[config.mk]
export PLATFORM = sky130hd
export DESIGN_NAME = alarm_response_sequencer
export DESIGN_NICKNAME = d
export VERILOG_FILES = /design/src/rtl/alarm_pkg.sv /design/src/rtl/alarm_interval_timer.sv /design/src/rtl/alarm_response_sequencer.sv
export SDC_FILE = /design/constraint.sdc
export NUM_CORES = 1
export LEC_CHECK = 0
export ABC_CLOCK_PERIOD_IN_PS = 3050
export CAP_MARGIN = 25
export CORE_ASPECT_RATIO = 0.6
export CORE_MARGIN = 3
export CORE_UTILIZATION = 55
export CTS_BUF_LIST = sky130_fd_sc_hd__clkbuf_4
export CTS_CLUSTER_SIZE = 24
export DETAILED_ROUTE_END_ITERATION = 10
export PLACE_DENSITY_LB_ADDON = 0.25
export SETUP_SLACK_MARGIN = 0.3
export SLEW_MARGIN = 30
export SYNTH_ARGS = -nofsm -noshare
export SYNTH_HDL_FRONTEND = slang
export SYNTH_SLANG_ARGS = --single-unit
[constraint.sdc]
create_clock -name clk -period 3.05 [get_ports clk]
set_input_delay 0.61 -clock clk [delete_from_list [all_inputs] [get_ports clk]]
set_output_delay 0.61 -clock clk [all_outputs]
set_load 0.01 [all_outputs]
[src/rtl/alarm_pkg.sv]
// Shared definitions for the alarm response sequencer: state codes, threat levels, timing helper.
// Latency: n/a (declarations only).
// Backpressure: n/a.
package alarm_pkg;

  typedef enum logic [2:0] {
    ST_DISARMED = 3'd0,
    ST_ARMED    = 3'd1,
    ST_WARN     = 3'd2,
    ST_ALARM    = 3'd3,
    ST_LOCKDOWN = 3'd4,
    ST_COOLDOWN = 3'd5
  } state_t;

  localparam logic [1:0] LVL_NONE = 2'd0;
  localparam logic [1:0] LVL_LOW  = 2'd1;
  localparam logic [1:0] LVL_HIGH = 2'd2;
  localparam logic [1:0] LVL_CRIT = 2'd3;

  localparam logic [7:0] INCIDENT_MAX = 8'hFF;

  function automatic int cycles_for(input int sec, input int rate);
    return sec * rate;
  endfunction

endpackage

[src/rtl/alarm_interval_timer.sv]
// Interval timer: counts cycles since the last clear and flags when 'limit' cycles have elapsed.
// Latency: expired rises during the limit-th cycle after clear (the clearing edge starts cycle 1).
// Backpressure: none; expired stays high until the next clear.
//
// Ports:
//   clk      system clock
//   rst_n    synchronous reset, active-low (counter to 0)
//   clear    restart the interval on this clock
//   limit    interval length in cycles (at most LIMIT)
//   expired  sticky flag, cleared only by clear/reset
module alarm_interval_timer #(
  parameter int LIMIT = 16
) (
  input  logic                   clk,
  input  logic                   rst_n,
  input  logic                   clear,
  input  logic [$clog2(LIMIT):0] limit,
  output logic                   expired
);

  localparam int W = $clog2(LIMIT) + 1;

  logic [W-1:0] cnt_q;

  // The count freezes once the limit is reached, which is what makes expired sticky.
  assign expired = (cnt_q >= limit);

  always_ff @(posedge clk) begin
    if (!rst_n) begin
      cnt_q <= '0;
    end else if (clear) begin
      // The first cycle of the new interval already counts as one elapsed cycle.
      cnt_q <= W'(1);
    end else if (!expired) begin
      cnt_q <= cnt_q + W'(1);
    end
  end

endmodule

[src/rtl/alarm_response_sequencer.sv]
// Latching escalation FSM that turns the hazard security_level into LED, siren and door-lock drive.
// Latency: state updates one clock after its cause; physical outputs follow state by one further clock.
// Backpressure: none; all inputs are sampled every cycle and disarm pulses that cannot act are dropped.
//
// Ports:
//   clk             system clock
//   rst_n           synchronous reset, active-low
//   security_level  0 none, 1 low, 2 high, 3 critical
//   arm             armed switch (level)
//   disarm          single-cycle operator disarm pulse
//   state           current FSM state code
//   led_warn        warning LED
//   siren           siren drive
//   door_lock       lock actuator, 1 = locked
//   incident_count  incidents since reset, saturating at 255
module alarm_response_sequencer
  import alarm_pkg::*;
#(
  parameter int CLOCK_RATE    = 100_000_000,
  parameter int BLINK_HZ      = 2,
  parameter int COOLDOWN_SEC  = 5,
  parameter int LOCK_HOLD_SEC = 10
) (
  input  logic       clk,
  input  logic       rst_n,
  input  logic [1:0] security_level,
  input  logic       arm,
  input  logic       disarm,
  output logic [2:0] state,
  output logic       led_warn,
  output logic       siren,
  output logic       door_lock,
  output logic [7:0] incident_count
);

  localparam int LOCK_CYC   = cycles_for(LOCK_HOLD_SEC, CLOCK_RATE);
  localparam int COOL_CYC   = cycles_for(COOLDOWN_SEC, CLOCK_RATE);
  localparam int DWELL_MAX  = (LOCK_CYC > COOL_CYC) ? LOCK_CYC : COOL_CYC;
  localparam int BLINK_HALF = CLOCK_RATE / (2 * BLINK_HZ);
  localparam int DW         = $clog2(DWELL_MAX) + 1;
  localparam int BW         = $clog2(BLINK_HALF) + 1;

  state_t          state_q;
  state_t          state_d;
  logic            state_chg;
  logic            incident_inc;
  logic            phase_q;
  logic            led_d;
  logic            siren_d;
  logic            lock_d;
  logic            dwell_exp;
  logic            blink_exp;
  logic [DW-1:0]   dwell_limit;

  assign state     = state_q;
  assign state_chg = (state_d != state_q);

  // A single dwell counter serves both timed states; its limit only changes
  // together with the state, which also restarts the count.
  assign dwell_limit = (state_q == ST_LOCKDOWN) ? DW'(LOCK_CYC) : DW'(COOL_CYC);

  alarm_interval_timer #(.LIMIT(DWELL_MAX)) u_dwell (
    .clk     (clk),
    .rst_n   (rst_n),
    .clear   (state_chg),
    .limit   (dwell_limit),
    .expired (dwell_exp)
  );

  // Free-running half-period timer: restarts on state entry and on each expiry.
  alarm_interval_timer #(.LIMIT(BLINK_HALF)) u_blink (
    .clk     (clk),
    .rst_n   (rst_n),
    .clear   (state_chg | blink_exp),
    .limit   (BW'(BLINK_HALF)),
    .expired (blink_exp)
  );

  // Next state, incident pulse and output drive for the current state.
  // Priority within each state: arm=0 > higher level > disarm.
  always_comb begin
    state_d      = state_q;
    incident_inc = 1'b0;
    led_d        = 1'b0;
    siren_d      = 1'b0;
    lock_d       = 1'b0;
    case (state_q)
      ST_DISARMED: begin
        if (arm) state_d = ST_ARMED;
      end
      ST_ARMED: begin
        if (!arm) begin
          state_d = ST_DISARMED;
        end else begin
          case (security_level)
            LVL_LOW:  state_d = ST_WARN;
            LVL_HIGH: state_d = ST_ALARM;
            LVL_CRIT: state_d = ST_LOCKDOWN;
            default:  state_d = ST_ARMED;
          endcase
          incident_inc = (security_level != LVL_NONE);
        end
      end
      ST_WARN: begin
        led_d = phase_q;
        if (!arm)                             state_d = ST_DISARMED;
        else if (security_level == LVL_CRIT)  state_d = ST_LOCKDOWN;
        else if (security_level == LVL_HIGH)  state_d = ST_ALARM;
        else if (disarm)                      state_d = ST_COOLDOWN;
      end
      ST_ALARM: begin
        led_d   = 1'b1;
        siren_d = phase_q;
        if (!arm)                             state_d = ST_DISARMED;
        else if (security_level == LVL_CRIT)  state_d = ST_LOCKDOWN;
        else if (disarm)                      state_d = ST_COOLDOWN;
      end
      ST_LOCKDOWN: begin
        led_d   = 1'b1;
        siren_d = 1'b1;
        lock_d  = 1'b1;
        // arm and level are deliberately ignored; an early disarm is simply lost.
        if (disarm && dwell_exp) state_d = ST_COOLDOWN;
      end
      ST_COOLDOWN: begin
        if (!arm)           state_d = ST_DISARMED;
        else if (dwell_exp) state_d = ST_ARMED;
      end
      default: begin
        state_d = ST_DISARMED;
      end
    endcase
  end

  always_ff @(posedge clk) begin
    if (!rst_n) begin
      state_q <= ST_DISARMED;
    end else begin
      state_q <= state_d;
    end
  end

  always_ff @(posedge clk) begin
    if (!rst_n) begin
      phase_q        <= 1'b1;
      led_warn       <= 1'b0;
      siren          <= 1'b0;
      door_lock      <= 1'b0;
      incident_count <= '0;
    end else begin
      if (state_chg) begin
        phase_q <= 1'b1;
      end else if (blink_exp) begin
        phase_q <= ~phase_q;
      end
      led_warn  <= led_d;
      siren     <= siren_d;
      door_lock <= lock_d;
      if (incident_inc && (incident_count != INCIDENT_MAX)) begin
        incident_count <= incident_count + 8'd1;
      end
    end
  end

endmodule

==> results.tsv <==
stage	metric	value	unit
synth	synth-edff-count	0	
setup_path	critPathMaxStageDelay	0.50	ns
setup_path	path_cells	inv_2 -> or3_4 -> buf_12 -> clkinv_8 -> ha_4 -> a21o_1 -> a221oi_4 -> a2111oi_4 -> a21o_1 -> buf_6 -> buf_12 -> or4_4 -> a21oi_1	
route	drt_iter0_drc	577	
timing	tightest_slew	0.618	ns
timing	hold_violations	0	
finish	layout.cells.non_filler	631	
setup_path	reg2reg_from	state[2]	
timing	tns	0	ns
timing	post-route-period-util	100	%
finish	area_delta_synth_final	24.8	%
clock_tree	cts_root_buffer	clkbuf_4	
floorplanning	rows	23	
timing	rsz0062_at_grt	true	
synth	syn_area	4200	µm²
synth	synth-seq-area-share	34.3	%
flow_run	drv_cap	0	
synth	yosysWarnings	0	
timing	drv_slew	0	
timing	fin_crit	3.05	ns
route	viasPerCell	6.54	
clock_tree	cts_tree	done	
setup_path	endpoint_kind	flop	
setup_path	critical-path-slowest-cell	or4_4	
synth	ys_seq_elements	72	
timing	fin_hold_ws	0.517	ns
global_route	grt_max_degree	30	
run_status	outcome	completed	
clock_tree	cts.reportedPaths.clkPinSlew	0.12	ns
setup_path	crit_path_start_kind	flop	
power_and_ir_drop	power.leakage	1.77	nW
setup_path	crit_required	3.45	ns
clock_tree	htreeDepth	3	
floorplanning	start_util	59.8	%
setup_path	worstPathMaxFanout	8	
synth	synth.distinct_cells	65	
timing	fmax	328	MHz
finish	layout-drive-gt1-share	26.4	%
placed_design	hpwl	7410	µm
global_route	grt.overflow.total	0	
floorplanning	die_width	119	µm
synth	synth_top_flop_cell	dfxtp_1	
worst_hold_path	hp-class	flop to flop	
floorplanning	ios	20	
finish	finish.utilization	74.6	%
route	drc	0	
finish	nNetsFinal	555	
synth	syn_nets	511	
placed_design	dp_cells	599	
setup_path	cp_top_family	compound AO/OA/AOI/OAI gates	
clock_tree	hold_buffers	0	
placed_design	place.gp.congestion	0.894	
route	dr.pass1.iters	5	
route	postRouteAntennaNets	0	
floorplanning	die_h	73.7	µm
clock_tree	cts_buffers	9	
synth	syn_area_per_cell	8.71	µm²
finish	n_antenna_cell	0	
clock_tree	clockBufferDepth	2	
setup_path	path_buf_inv	5	
placed_design	postPlaceCellArea	4630	µm²
route	drt_wl_total	12100	µm
setup_path	critical_path_class	flop to flop	
synth	synthCells	482	
route	wl_per_cell	19.2	µm
route	vias	4126	
placed_design	port_buffers	19	
synth	postSynth.asyncResetShare	0	%
power_and_ir_drop	p_per_area	348	nW/µm²
timing	setup_violations	0	
setup_path	cp.arrival	3.44	ns
finish	fin_area	5240	µm²
floorplanning	coreArea	7020	µm²
clock_tree	insertion_delay	0.46	ns
setup_path	crit_path_start	state[2]	
floorplanning	die-area	8760	µm²
clock_tree	cts.sinks	72	
worst_hold_path	hold_start	state[2]	
global_route	grt_pass1_vias	3616	
global_route	grt_first_pass_wirelength	18000	µm
power_and_ir_drop	ir_drop	0.242	mV
timing	clock_skew	0.0155	ns
timing	slew_headroom	58.8	%
global_route	groute.usage.overall	25.4	%
global_route	antenna_found_initial	0	
-- where the power goes --
group	internal, W	switching, W	total [W]
sequential	0.000954	0.0000132	0.000967
combinational	0.000101	0.000150	0.000252
clock	0.000241	0.000362	0.000603
total	0.00130	0.000526	0.00182
-- worst min-delay path, stage by stage, from the launching register on --
cell and delay, ns:
dfxtp_2 0.35, inv_2 0.04, nand2_1 0.05, nor3_1 0.04
-- cell type report --
cell class              instances  area [µm²]
multi-input cells             361        2820
clock buffers                   9        67.6
inverters                      23        98.8
flip-flops and latches         72        1450
clock inverters                 7        62.6
fillers                       476        1780
well taps                     100         125
repair buffers                 59         626
-- Yosys cell counts (15+ instances only) --
library cell,count,area (µm²)
dfxtp_1,72,1440
o31ai_1,20,150
xor2_1,16,140
or4_1,20,150
ha_1,23,288
or3_1,15,93.8
nand2_1,27,101
a21oi_1,37,185
o21ai_0,20,100
inv_1,21,78.8
nor2_1,27,101
nand3_1,23,115
nand4_1,21,131
-- kinds of logic after synthesis --
| family | count (synthesis) | synth area share, % |
|---|---|---|
| buffers and inverters | 49 | 5.33 |
| and+or+nand+nor | 190 | 27.4 |
| xor gates and xnor gates | 22 | 4.59 |
| other | 1 | 0.0893 |
| adders and majority gates | 23 | 6.85 |
| AOI/OAI and AO/OA | 123 | 21.0 |
| muxes | 2 | 0.477 |
| DFF | 72 | 34.3 |
-- metal layers --
metal  global-route usage [%]  vias to the layer above  share of wire (%)
li1                         -                     1905                  -
met1                     36.5                     1972                 45
met2                     38.4                      213                 45
met3                     5.92                       36                8.2
met5                        0                        -                  0
met4                     6.93                        0                1.9
-- stage by stage --
stage	power (W)	worst slack [ns]
finish	0.00182	0.00135
global route	0.00187	-0.0968
CTS	0.00179	0.0504
floorplan	0.00113	0.197
detailed placement	0.00119	-0.114
global placement	0.00119	0.0283
-- timing repair --
action,CTS,global route
gates resized for setup,16,50
pin swaps,20,34
endpoints found under the setup margin,58,59
buffers inserted,2,10
cloned,2,2
-- state kept, by name, indices dropped and copies added, names as in the netlist --
signal          cells
u_dwell.cnt_q      31
led_warn            1
state               3
phase_q             1
siren               1
incident_count      8
u_blink.cnt_q      26
door_lock           1
-- cells in the final DEF, fill, tap and decap left out, types with 3 or more instances in the layout --
cell / netlist / routed
xnor2_1: 6 / 6
o31ai_1: 20 / 18
o21ai_0: 20 / 18
ha_4: 0 / 3
buf_6: 3 / 6
nand2_1: 27 / 27
inv_1: 21 / 20
or4_4: 0 / 11
or3_1: 15 / 13
nand4_1: 21 / 21
nor2b_1: 3 / 3
xor2_1: 16 / 16
and2_1: 5 / 5
a21oi_1: 37 / 22
nand4b_1: 4 / 4
buf_12: 0 / 4
clkinv_1: 1 / 3
dfxtp_1: 72 / 69
a21o_1: 3 / 3
a21oi_2: 0 / 14
buf_4: 1 / 26
nor3_2: 12 / 12
clkdlybuf4s50_1: 0 / 19
nand3_1: 23 / 23
or4_1: 20 / 9
nand2b_1: 3 / 3
a31oi_1: 4 / 3
and3_1: 11 / 11
a211oi_2: 8 / 11
dfxtp_2: 0 / 3
clkbuf_4: 0 / 9
nor2_1: 27 / 26
a211oi_1: 7 / 3
nor3_1: 3 / 3
ha_1: 23 / 20
-- worst paths after layout --
check | endpoint | cells after the start | slack (ns)
setup / recovery | u_dwell.cnt_q[12] | 13 | 0.001
hold / removal | state[1] | 3 | 0.52
setup reg to reg | u_dwell.cnt_q[12] | 13 | 0.001
hold reg to reg | state[1] | 3 | 0.52
Power figures use the tool's default switching activity.
==> RTL edit (config.mk and constraints unchanged) <==
Set the parameter `CLOCK_RATE` to 50_000_000 (it was 100_000_000).
--- a/src/rtl/alarm_response_sequencer.sv
+++ b/src/rtl/alarm_response_sequencer.sv
@@ -16,7 +16,7 @@
 module alarm_response_sequencer
   import alarm_pkg::*;
 #(
-  parameter int CLOCK_RATE    = 100_000_000,
+  parameter int CLOCK_RATE    = 50_000_000,
   parameter int BLINK_HZ      = 2,
   parameter int COOLDOWN_SEC  = 5,
   parameter int LOCK_HOLD_SEC = 10
Behaviour: same outputs for any inputs over 10 cycles, from zero or initial values and one cycle with rst_n low; that may be too few to reach the edited logic, so the function may still have changed.
==> RTL edit against the original RTL <==
Worst setup slack better by 200 ps; final area fell by 12%; sequential cell count fell by 2; synthesized area down 6.9%; total power decreased by 9.2%; sequential share of layout area rose by 3.1 points; routed wire length down 26%; sequential power down 3.2%; critical path type unchanged; critical endpoint is now u_dwell.cnt_q[26]; largest cell class unchanged; largest power group unchanged.
==> RTL edit: results (changes against the original RTL) <==
[placed_design] gp weighted congestion 0.8550 [was 0.8936]
[detailed_routing] Starting DRT DRC Count 222 [was 577]
[synth] number of cells produced by synthesis 460 [was 482]
[grt] met1 global-route usage 32.37% [was 36.49%]
[cells_and_area] sequential cell area in the final layout 1410 µm² [was 1445 µm²]
[detailed_routing] routed length on met1 4.512 mm [was 5.434 mm]
[cells_and_area] registers with the most flip-flops u_dwell.cnt_q: 30 flops, u_blink.cnt_q: 25 flops, incident_count: 8 flops [was u_dwell.cnt_q: 31 flops, u_blink.cnt_q: 26 flops, incident_count: 8 flops]
[run_status] run status complete, no violations [unchanged]
[worst_setup_path] worst setup slack for register-to-register paths 200 ps [was 1 ps]
[synth] Net Count, Synth 490 [was 511]
[worst_setup_path] critical path capture point u_dwell.cnt_q[26] [was u_dwell.cnt_q[12]]
[pwr] part of the total power dissipated in sequential elements 56.6% [was 53.1%]
[pwr] reported clock group power 512 µW [was 603 µW]
[synth] part of the Yosys area used for sequential elements 35.84% [was 34.32%]
[placed_design] half-perimeter wire length after detailed placement 6.159 mm [was 7.412 mm]
[pwr] IR Drop Worst-Case VDD 279.4 µV [was 242.2 µV]
[sta] Worst Max-Slew Pin Slew 640.6 ps [was 618.2 ps]
[pwr] leakage power of the design 1.554 nW [was 1.768 nW]
[synth] synthesized-area fraction occupied by xor and xnor cells 12.10% [was 4.587%]
[synth] count of unique library cells instantiated by Yosys 55 [was 65]
[worst_setup_path] delay of the slowest cell on the worst path 380 ps [was 500 ps]
[detailed_routing] total number of vias 3,404 [was 4,126]
[placed_design] worst setup slack before clock tree synthesis 137.8 ps [was -114.1 ps]
[grt] met3 usage 6.751% [was 5.923%]
[cells_and_area] Fillers 569 [was 476]
[worst_hold_path] Cells on Worst Hold Path 2 [was 3]
[worst_setup_path] Worst Path Max Fanout 7 [was 8]
[placed_design] # placed instances 561 [was 599]
[grt] number of global-route vias before repair 3,266 [was 3,616]
[worst_setup_path] reg2reg path depth 12 [was 13]
[placed_design] post-placement cell area 4252 µm² [was 4632 µm²]
[clock_network] post-CTS resize count 10 [was 16]
[detailed_routing] met2 WL post-DR 3.740 mm [was 5.450 mm]
[grt] all-layer global routing usage 22.86% [was 25.41%]
[worst_setup_path] endpoint arrival time on the critical path 3240 ps [was 3440 ps]
[grt] Global Route met2 Usage 33.08% [was 38.43%]
[pwr] total chip power 1.653 mW [was 1.822 mW]
[sta] setup clock skew after layout 29.61 ps [was 15.48 ps]
[clock_network] post-CTS setup repair buffer count 5 [was 2]
[worst_setup_path] cell with the largest stage delay on the worst path sky130_fd_sc_hd__nor4_4 [was sky130_fd_sc_hd__or4_4]
[detailed_routing] routed length on met3 507 µm [was 994 µm]
[cells_and_area] number of nets in the final layout 525 [was 555]
-- RTL edit: logic make-up (layout without fill, tap and decap cells) --
family / count (synthesis) / after routing
fa+ha+maj: 24 / 24
xor+xnor: 54 / 54
mux: 3 / 3
compound gates: 55 / 55
buf+inv: 36 / 76
simple gates: 217 / 217
other cells: 1 / 1
flops: 70 / 70
-- RTL edit: worst min-delay path by stage --
stage / end / slack, ps / startpoint
2_1_floorplan: u_blink.cnt_q[23] / 450 / u_blink.cnt_q[23]
3_3_place_gp: u_blink.cnt_q[23] / 460 / u_blink.cnt_q[23]
3_5_place_dp: siren / 490 / phase_q
4_1_cts: siren / 490 / phase_q
5_1_grt: siren / 520 / phase_q
6_report: siren / 490 / phase_q
-- RTL edit: area by class of cell --
class	instances	share of cell area (%)
clock buffers	11	1.799
clock inverters	5	0.6269
inverters	23	1.990
multi-input cells	354	54.51
flip-flops and latches	70	30.72
well taps	87	2.371
repair buffers	37	7.986
